[src/rtl/anaio_path_sequencer.sv]
// Break-before-make sequencer for the analog IO pad switches (VESD0..3, VRES0..3).
// At most one switch enable is ever high; every path change passes through an all-off window.
module anaio_path_sequencer #(
    parameter int NUM_PATHS     = 8,
    parameter int SEL_W         = 3,
    parameter int BREAK_CYCLES  = 4,
    parameter int SETTLE_CYCLES = 16,
    parameter int CNT_W         = 8
) (
    input  logic                 clk,
    input  logic                 rst_n,
    input  logic                 req_valid,
    output logic                 req_ready,
    input  logic                 req_en,
    input  logic [SEL_W-1:0]     req_sel,
    input  logic                 force_off,
    output logic [NUM_PATHS-1:0] path_en,
    output logic [SEL_W-1:0]     active_sel,
    output logic                 active_vld,
    output logic                 busy,
    output logic                 done,
    output logic                 err
);

    typedef enum logic [1:0] {ST_IDLE, ST_BREAK, ST_MAKE, ST_SETTLE} state_t;

    localparam logic [CNT_W-1:0] BREAK_LOAD  = CNT_W'(BREAK_CYCLES - 1);
    localparam logic [CNT_W-1:0] SETTLE_LOAD = CNT_W'(SETTLE_CYCLES - 1);
    localparam logic [SEL_W:0]   NUM_PATHS_W = (SEL_W + 1)'(NUM_PATHS);

    state_t               state_q, state_d;
    logic [CNT_W-1:0]     timer_q, timer_d;
    logic [SEL_W-1:0]     sel_q, sel_d;
    logic                 conn_q, conn_d;
    logic [NUM_PATHS-1:0] path_en_q, path_en_d;
    logic [SEL_W-1:0]     active_sel_q, active_sel_d;
    logic                 active_vld_q, active_vld_d;
    logic                 done_q, done_d;
    logic                 err_q, err_d;

    logic                 accept;
    logic                 sel_oob;
    logic [NUM_PATHS-1:0] sel_onehot;

    assign req_ready  = (state_q == ST_IDLE) && !force_off;
    assign accept     = req_valid && req_ready;
    assign sel_oob    = {1'b0, req_sel} >= NUM_PATHS_W;
    assign sel_onehot = {{(NUM_PATHS-1){1'b0}}, 1'b1} << sel_q;

    always_comb begin
        state_d      = state_q;
        timer_d      = timer_q;
        sel_d        = sel_q;
        conn_d       = conn_q;
        path_en_d    = path_en_q;
        active_sel_d = active_sel_q;
        active_vld_d = active_vld_q;
        done_d       = 1'b0;
        err_d        = 1'b0;

        // Emergency disconnect overrides everything and parks the FSM in a held BREAK.
        if (force_off) begin
            state_d      = ST_BREAK;
            timer_d      = BREAK_LOAD;
            conn_d       = 1'b0;
            path_en_d    = '0;
            active_vld_d = 1'b0;
        end else begin
            case (state_q)
                ST_IDLE: begin
                    if (accept) begin
                        if (req_en && sel_oob) begin
                            err_d = 1'b1;
                        end else if (req_en && active_vld_q && (req_sel == active_sel_q)) begin
                            done_d = 1'b1;
                        end else if (!req_en && (path_en_q == '0)) begin
                            done_d = 1'b1;
                        end else begin
                            state_d      = ST_BREAK;
                            timer_d      = BREAK_LOAD;
                            sel_d        = req_sel;
                            conn_d       = req_en;
                            path_en_d    = '0;
                            active_vld_d = 1'b0;
                        end
                    end
                end
                ST_BREAK: begin
                    if (timer_q == '0) begin
                        if (conn_q) begin
                            state_d   = ST_MAKE;
                            path_en_d = sel_onehot;
                        end else begin
                            state_d = ST_IDLE;
                            done_d  = 1'b1;
                        end
                    end else begin
                        timer_d = timer_q - 1'b1;
                    end
                end
                ST_MAKE: begin
                    state_d = ST_SETTLE;
                    timer_d = SETTLE_LOAD;
                end
                ST_SETTLE: begin
                    if (timer_q == '0) begin
                        state_d      = ST_IDLE;
                        done_d       = 1'b1;
                        active_vld_d = 1'b1;
                        active_sel_d = sel_q;
                    end else begin
                        timer_d = timer_q - 1'b1;
                    end
                end
                default: begin
                    state_d   = ST_IDLE;
                    path_en_d = '0;
                end
            endcase
        end
    end

    always_ff @(posedge clk or negedge rst_n) begin
        if (!rst_n) begin
            state_q      <= ST_IDLE;
            timer_q      <= '0;
            sel_q        <= '0;
            conn_q       <= 1'b0;
            path_en_q    <= '0;
            active_sel_q <= '0;
            active_vld_q <= 1'b0;
            done_q       <= 1'b0;
            err_q        <= 1'b0;
        end else begin
            state_q      <= state_d;
            timer_q      <= timer_d;
            sel_q        <= sel_d;
            conn_q       <= conn_d;
            path_en_q    <= path_en_d;
            active_sel_q <= active_sel_d;
            active_vld_q <= active_vld_d;
            done_q       <= done_d;
            err_q        <= err_d;
        end
    end

    assign path_en    = path_en_q;
    assign active_sel = active_sel_q;
    assign active_vld = active_vld_q;
    assign busy       = (state_q != ST_IDLE);
    assign done       = done_q;
    assign err        = err_q;

endmodule

[config.mk]
export PLATFORM = sky130hd
export DESIGN_NAME = anaio_path_sequencer
export DESIGN_NICKNAME = d
export VERILOG_FILES = /design/src/rtl/anaio_path_sequencer.sv
export SDC_FILE = /design/constraint.sdc
export NUM_CORES = 1
export LEC_CHECK = 0
export BUFFER_PORTS_ARGS = -buffer_cell sky130_fd_sc_hd__buf_2
export CORE_UTILIZATION = 50
export DETAILED_ROUTE_END_ITERATION = 6
export GPL_TIMING_DRIVEN = 0
export PLACE_DENSITY = 0.72
export SYNTH_ARGS = -nofsm -noshare
export SYNTH_HDL_FRONTEND = slang
export SYNTH_SLANG_ARGS = --single-unit
[constraint.sdc]
create_clock -name clk -period 2.5 [get_ports clk]
set_clock_uncertainty 0.2 [all_clocks]
set_input_delay 0.375 -clock clk [delete_from_list [all_inputs] [get_ports clk]]
set_output_delay 0.375 -clock clk [all_outputs]
set_load 0.01 [all_outputs]
==> impl_metrics.py, run 1 <==
metrics = {
    "worst_setup_path": {
        "crit_required_ps": 2520,
        "r2r_start": "timer_q[1]",
        "cp-startpoint": "timer_q[1]",
        "slowest_stage": "dfrtp_1",
        "max_stage_delay_ps": 440,
        "r2r_cells": 7,
        "arrival_ps": 2290,
        "cp-end-kind": "register",
        "crit_chain": "inv_1, ha_1, or4b_1, buf_2, nor2_4, nand3_4, mux2_4",
        "path_class": "register to register",
        "r2r_slack_ps": 240,
        "crit_fanout": 6,
        "crit_family": "simple AND/OR/NAND/NOR gates",
        "reg2reg_to": "active_sel[0]",
        "crit_buf_inv": 2,
        "critPathLaunchType": "register",
    },
    "power": {
        "p_leak_nw": 0.8225,
        "combinationalPowerShare": 0.372,
        "pwr-share-seq": 0.477,
        "swShare": 0.3963,
        "power.internal_mw": 0.7601,
        "clockPowerShare": 0.151,
        "switchingPower_mw": 0.4990,
        "powerDensity_nw_per_um2": 714.2,
        "peakVddDrop_mv": 0.5531,
    },
    "place": {
        "port_buffers": 22,
        "place_ws_ps": 106.0,
        "placed_cell_area_um2": 1707,
        "routabilityCongestion": 0.8257,
        "placedCellCount": 205,
        "place_hpwl_mm": 2.645,
    },
    "sta": {
        "finalSetupTns_ps": 0,
        "fmax_ghz": 0.4415,
        "slew_headroom": 0.5626,
        "min_period_ps": 2265,
        "fin_ws_ps": 235.1,
        "setup_viol": 0,
        "rsz0062_at_grt": "false",
        "finalHoldViolations": 0,
        "final_min_period_over_clock_period": 0.9060,
        "worstMarginPinSlew_ps": 651.8,
        "slew_violations": 0,
    },
    "final_layout": {
        "fill_cells": 246,
        "seqCellArea_um2": 675.6,
        "final_cells": 210,
        "antenna_cells": 0,
        "syn2layout_area_growth_pct": 13.17,
        "final_area_um2": 1763,
        "multi_input_area_um2": 807.0,
        "nets": 190,
        "drive_above_1_share": 0.2849,
    },
    "worst_hold_path": {
        "min_from": "req_sel[2]",
        "min_path_type": "input port to register",
        "hold_end": "sel_q[2]",
        "hold_depth": 2,
    },
    "drt": {
        "wl_per_cell_um": 16.38,
        "totalWireLength_mm": 3.439,
        "drc": 1,
        "drt-initial-drc-count": 61,
        "vias": 1304,
        "drt-vias-per-instance": 6.210,
        "drtPass1Iterations": 6,
        "drtAntennaViolNets": 0,
    },
    "grt": {
        "grt_first_pass_wirelength_mm": 5.740,
        "antenna_found_initial": 0,
        "grt_pass1_vias": 1223,
        "overflow": 0,
        "grtUsageTotal": 0.2249,
        "grt_max_degree": 28,
    },
    "synthesis": {
        "async_flop_share": 1.000,
        "synth.avg_cell_area_um2": 10.25,
        "yosys.area.top_type": "dfrtp_1",
        "synthAdderAreaFrac": 0.01606,
        "syn_nets": 162,
        "synth_area_um2": 1558,
        "yosys.area_share.simple": 0.2112,
        "synth-edff-count": 0,
        "synthTopCellsByArea": "dfrtp_1 43%, mux2_4 6.7%, inv_1 3.4%, o21ai_0 2.9%, nor2_1 2.9%",
        "synth-compound-area-share": 0.1847,
        "netlist_top_cells_count": "27 x dfrtp_1, 14 x inv_1, 12 x nor2_1",
        "synth_xor_area_frac": 0.01687,
        "yosys_most_used_dff": "dfrtp_1",
        "post-synth-top-count-cell": "dfrtp_1",
        "ys_seq_area_frac": 0.4337,
        "syn_inst": 152,
        "yosys-mux-area-fraction": 0.07390,
        "ys_seq_elements": 27,
        "synth_top_area_share": 0.4337,
        "synth_top_family_by_area": "simple AND/OR/NAND/NOR gates",
        "synth.distinct_cells": 55,
        "yosysWarnings": 0,
    },
    "clock_tree": {
        "cts_sinks": 27,
        "clkTransAtPathRegs_ps": 140,
        "cts_max_path_buffers": 2,
        "cts-root-buf": "clkbuf_4",
        "cts_max_level": 1,
        "tritoncts": "built",
        "numCtsBuffers": 3,
        "clk_latency_ps": 330,
        "cts_setup_buffers": 0,
    },
    "run_status": {
        "status": "finished with violations",
        "violations": "DRC",
    },
    "floorplan": {
        "die_h_um": 57.82,
        "start_util": 0.5461,
        "die-area_um2": 3343,
        "die_w_um": 57.82,
        "io_pins": 24,
        "fp-row-count": 19,
        "core_area_um2": 2853,
    },
    "run": {
        "drv_cap": 0,
    },
}
-- per-layer routing --
metal | up-vias | part of all wire | GRT usage
met5 | - | 0 | 0
met4 | 0 | 0.012 | 0.06122
met3 | 6 | 0.041 | 0.04911
met2 | 35 | 0.47 | 0.3481
met1 | 645 | 0.48 | 0.3212
li1 | 618 | - | -
-- power groups by stage --
stage	Sequential, mW	Clock (mW)	Combinational (mW)
final	0.601	0.190	0.469
after global routing	0.611	0.210	0.522
after CTS	0.590	0.193	0.453
after detailed placement	0.597	0	0.451
after global placement	0.595	0	0.438
after floorplan	0.578	0	0.351
-- registers in the layout, indices dropped and copies added (netlist names) --
signal      count
sel_q           3
conn_q          1
active_sel      3
state_q         2
path_en         8
timer_q         8
active_vld      1
done            1
-- repair_timing --
item | 4_1_cts | 5_1_grt
setup endpoints to repair | 0 | 2
resized for setup | 0 | 3
hold buffers | 1 | 0
endpoints found under the hold margin | 27 | 0
-- logic make-up after synthesis --
family | Yosys count
buffers and inverters | 21
multiplexers | 8
XOR/XNOR | 3
adder cells (fa/ha/maj) | 2
flip-flops | 27
other | 1
AND/OR/NAND/NOR | 51
AO/OA/AOI/OAI | 39
-- cells in the final DEF, fill, tap and decap left out, drive strengths merged, types with 5 or more instances in the layout --
cell    count
dfrtp      27
buf        26
clkbuf      6
nor3        5
inv        15
nor4        5
nor2       14
mux2        7
o21ai      10
-- worst reg2reg max path: cells and delay by family (launching register included) --
kind,cells,cell delay (ps)
adders and majority gates,1,180
DFF,1,440
muxes,1,340
buffers and inverters,2,300
and+or+nand+nor,3,720
-- area by class of cell --
| cell class | instances | share of cell area |
|---|---|---|
| plain buffers | 6 | 0.02200 |
| flip-flops and latches | 27 | 0.3833 |
| well taps | 31 | 0.02200 |
| inverters | 15 | 0.03194 |
| multi-input cells | 104 | 0.4578 |
| clock buffers | 4 | 0.01490 |
| repair buffers | 23 | 0.06813 |
-- through the flow --
stage / utilization / power [mW] / hold slack [ps]
finish: 0.6180 / 1.259 / 99.46
floorplan: - / 0.9292 / -120.6
CTS: 0.6110 / 1.236 / 93.54
global placement: 0.5982 / 1.033 / 205.0
detailed placement: 0.5982 / 1.048 / 209.3
global route: 0.6180 / 1.344 / 85.84
-- how the worst max path moves through the flow --
stage,to,slack [ps],cells after the start
floorplan,active_sel[0],440,7
global placement,path_en[1],130,6
detailed placement,path_en[1],110,6
CTS,path_en[1],60,6
global route,path_en[1],90,6
finish,active_sel[0],240,7
No activity file was read; power rests on OpenSTA's default activity.
==> inputs of run 2 (changes only) <==
--- a/config.mk
+++ b/config.mk
@@ -10,6 +10,7 @@
 export DETAILED_ROUTE_END_ITERATION = 6
 export GPL_TIMING_DRIVEN = 0
 export PLACE_DENSITY = 0.72
+export RECOVER_POWER = 100
 export SYNTH_ARGS = -nofsm -noshare
 export SYNTH_HDL_FRONTEND = slang
 export SYNTH_SLANG_ARGS = --single-unit
==> constraint.sdc (replaced) <==
create_clock -name clk -period 2.4 [get_ports clk]
set_clock_uncertainty 0.2 [all_clocks]
set_input_delay 0.36 -clock clk [delete_from_list [all_inputs] [get_ports clk]]
set_output_delay 0.36 -clock clk [all_outputs]
set_load 0.01 [all_outputs]
==> run 2 against run 1 <==
  * The run still ends with DRC left
  * Cell area decreased by 2.2%
  * Sequential power rose by 4.0%
  * First-iteration DRC count grew 23%
  * Worst setup slack worse by 110 ps
  * Critical path depth is the same
  * Flip-flop and latch count is the same
  * Via count rose by 0.69%
  * Register-to-register slack got worse by 110 ps
  * Critical path type unchanged
  * Critical endpoint unchanged
  * Largest power group unchanged
==> impl_metrics.py, run 2 (synthesized netlist as in run 1, its figures left out) <==
metrics = {
    "worst_setup_path": {
        "slowest_stage": "or4b_1",
        "r2r_slack_ps": 130,
        "crit_required_ps": 2420,
        "crit_buf_inv": 2,
        "cp-end-kind": "register",
        "crit_fanout": 6,
        "r2r_cells": 7,
        "arrival_ps": 2290,
        "critPathLaunchType": "register",
        "max_stage_delay_ps": 440,
        "path_class": "register to register",
        "crit_family": "simple AND/OR/NAND/NOR gates",
        "path_depth": 7,
        "crit_chain": "inv_1, ha_1, or4b_1, buf_2, nor2_4, nand3_2, mux2_4",
    },
    "drt": {
        "wl_per_cell_um": 16.31,
        "drtPass1Iterations": 6,
        "drt-initial-drc-count": 75,
        "totalWireLength_mm": 3.426,
        "drc": 1,
        "vias": 1313,
        "drt-vias-per-instance": 6.252,
        "drtAntennaViolNets": 0,
    },
    "floorplan": {
        "io_pins": 24,
        "die_h_um": 57.82,
        "core_area_um2": 2853,
        "start_util": 0.5461,
        "fp-row-count": 19,
        "die_w_um": 57.82,
        "die-area_um2": 3343,
    },
    "grt": {
        "grtUsageTotal": 0.2253,
        "antenna_found_initial": 0,
        "grt_max_degree": 28,
        "grt_pass1_vias": 1224,
        "grt_first_pass_wirelength_mm": 5.754,
        "overflow": 0,
    },
    "sta": {
        "slew_violations": 0,
        "finalHoldViolations": 0,
        "min_period_ps": 2274,
        "worstMarginPinSlew_ps": 1364,
        "fin_ws_ps": 126.2,
        "setup_viol": 0,
        "rsz0062_at_grt": "false",
        "fmax_ghz": 0.4398,
        "final_min_period_over_clock_period": 0.9474,
        "finalSetupTns_ps": 0,
        "slew_headroom": 0.09043,
    },
    "run_status": {
        "violations": "DRC",
        "status": "finished with violations",
    },
    "worst_hold_path": {
        "min_path_type": "input port to register",
        "hold_depth": 2,
    },
    "clock_tree": {
        "cts-root-buf": "clkbuf_4",
        "clkTransAtPathRegs_ps": 130,
        "numCtsBuffers": 3,
        "clk_latency_ps": 320,
        "cts_sinks": 27,
        "cts_max_path_buffers": 2,
        "tritoncts": "built",
        "cts_max_level": 1,
    },
    "final_layout": {
        "final_common_cell": "dfrtp_1",
        "antenna_cells": 0,
        "syn2layout_area_growth_pct": 10.68,
        "final_cell_mix": "27 x dfrtp_1, 18 x clkbuf_1, 14 x inv_1",
        "nets": 190,
        "seqCellArea_um2": 675.6,
        "multi_input_area_um2": 793.3,
        "fill_cells": 260,
        "drive_above_1_share": 0.1955,
    },
    "power": {
        "pwr-share-seq": 0.481,
        "swShare": 0.3932,
        "combinationalPowerShare": 0.370,
        "clockPowerShare": 0.148,
        "power.internal_mw": 0.7878,
        "powerDensity_nw_per_um2": 753.0,
        "peakVddDrop_mv": 0.5734,
        "p_leak_nw": 0.7532,
        "switchingPower_mw": 0.5105,
    },
    "place": {
        "routabilityCongestion": 0.8257,
        "port_buffers": 22,
        "place_hpwl_mm": 2.645,
        "place_ws_ps": 6.045,
    },
    "run": {
        "drv_cap": 0,
    },
}
-- run 2: final timing paths --
| kind | start | endpoint |
|---|---|---|
| setup reg to reg | timer_q[0] | active_sel[0] |
| min in group asynchronous | rst_n | timer_q[7] |
| hold / removal | req_sel[2] | sel_q[2] |
| hold reg to reg | path_en[1] | path_en[1] |
| max in group asynchronous | rst_n | sel_q[1] |
| setup / recovery | timer_q[0] | active_sel[0] |
-- run 2: final cells by class --
cell class | instances | area share
clock buffers | 4 | 0.01524
repair buffers | 23 | 0.05878
multi-input cells | 104 | 0.4601
flip-flops and latches | 27 | 0.3919
plain buffers | 6 | 0.01887
well taps | 31 | 0.02250
inverters | 15 | 0.03266
-- run 2: stage by stage --
step	total power [mW]	hold slack, ps	utilization	instance area, um2	instances
global route	1.393	70.86	0.6044	1724	210
finish	1.298	88.47	0.6044	1724	210
detailed placement	1.092	194.3	0.5982	1707	205
global placement	1.076	190.0	0.5982	1707	205
CTS	1.297	78.54	0.6140	1752	210
floorplan	0.9679	-135.6	-	1558	152
-- run 2: repair_timing --
| action | CTS | global route |
|---|---|---|
| hold buffers | 1 | 0 |
| endpoints found under the setup margin | 2 | 4 |
| resized for setup | 1 | 3 |
| buffers inserted | 0 | 0 |
| hold endpoints to repair | 27 | 0 |
-- run 2: power by group through the flow --
stage	logic [mW]	registers (mW)	clock network (mW)
2_1_floorplan	0.366	0.602	0
3_5_place_dp	0.470	0.622	0
3_3_place_gp	0.456	0.620	0
6_report	0.481	0.625	0.193
5_1_grt	0.538	0.636	0.219
4_1_cts	0.477	0.619	0.201
-- run 2: per-layer routing --
metal | GRT usage | share of wire | up-vias
met5 | 0 | 0 | -
met4 | 0.06122 | 0.011 | 0
met3 | 0.04911 | 0.054 | 6
met2 | 0.3481 | 0.47 | 49
met1 | 0.3226 | 0.46 | 642
li1 | - | - | 616
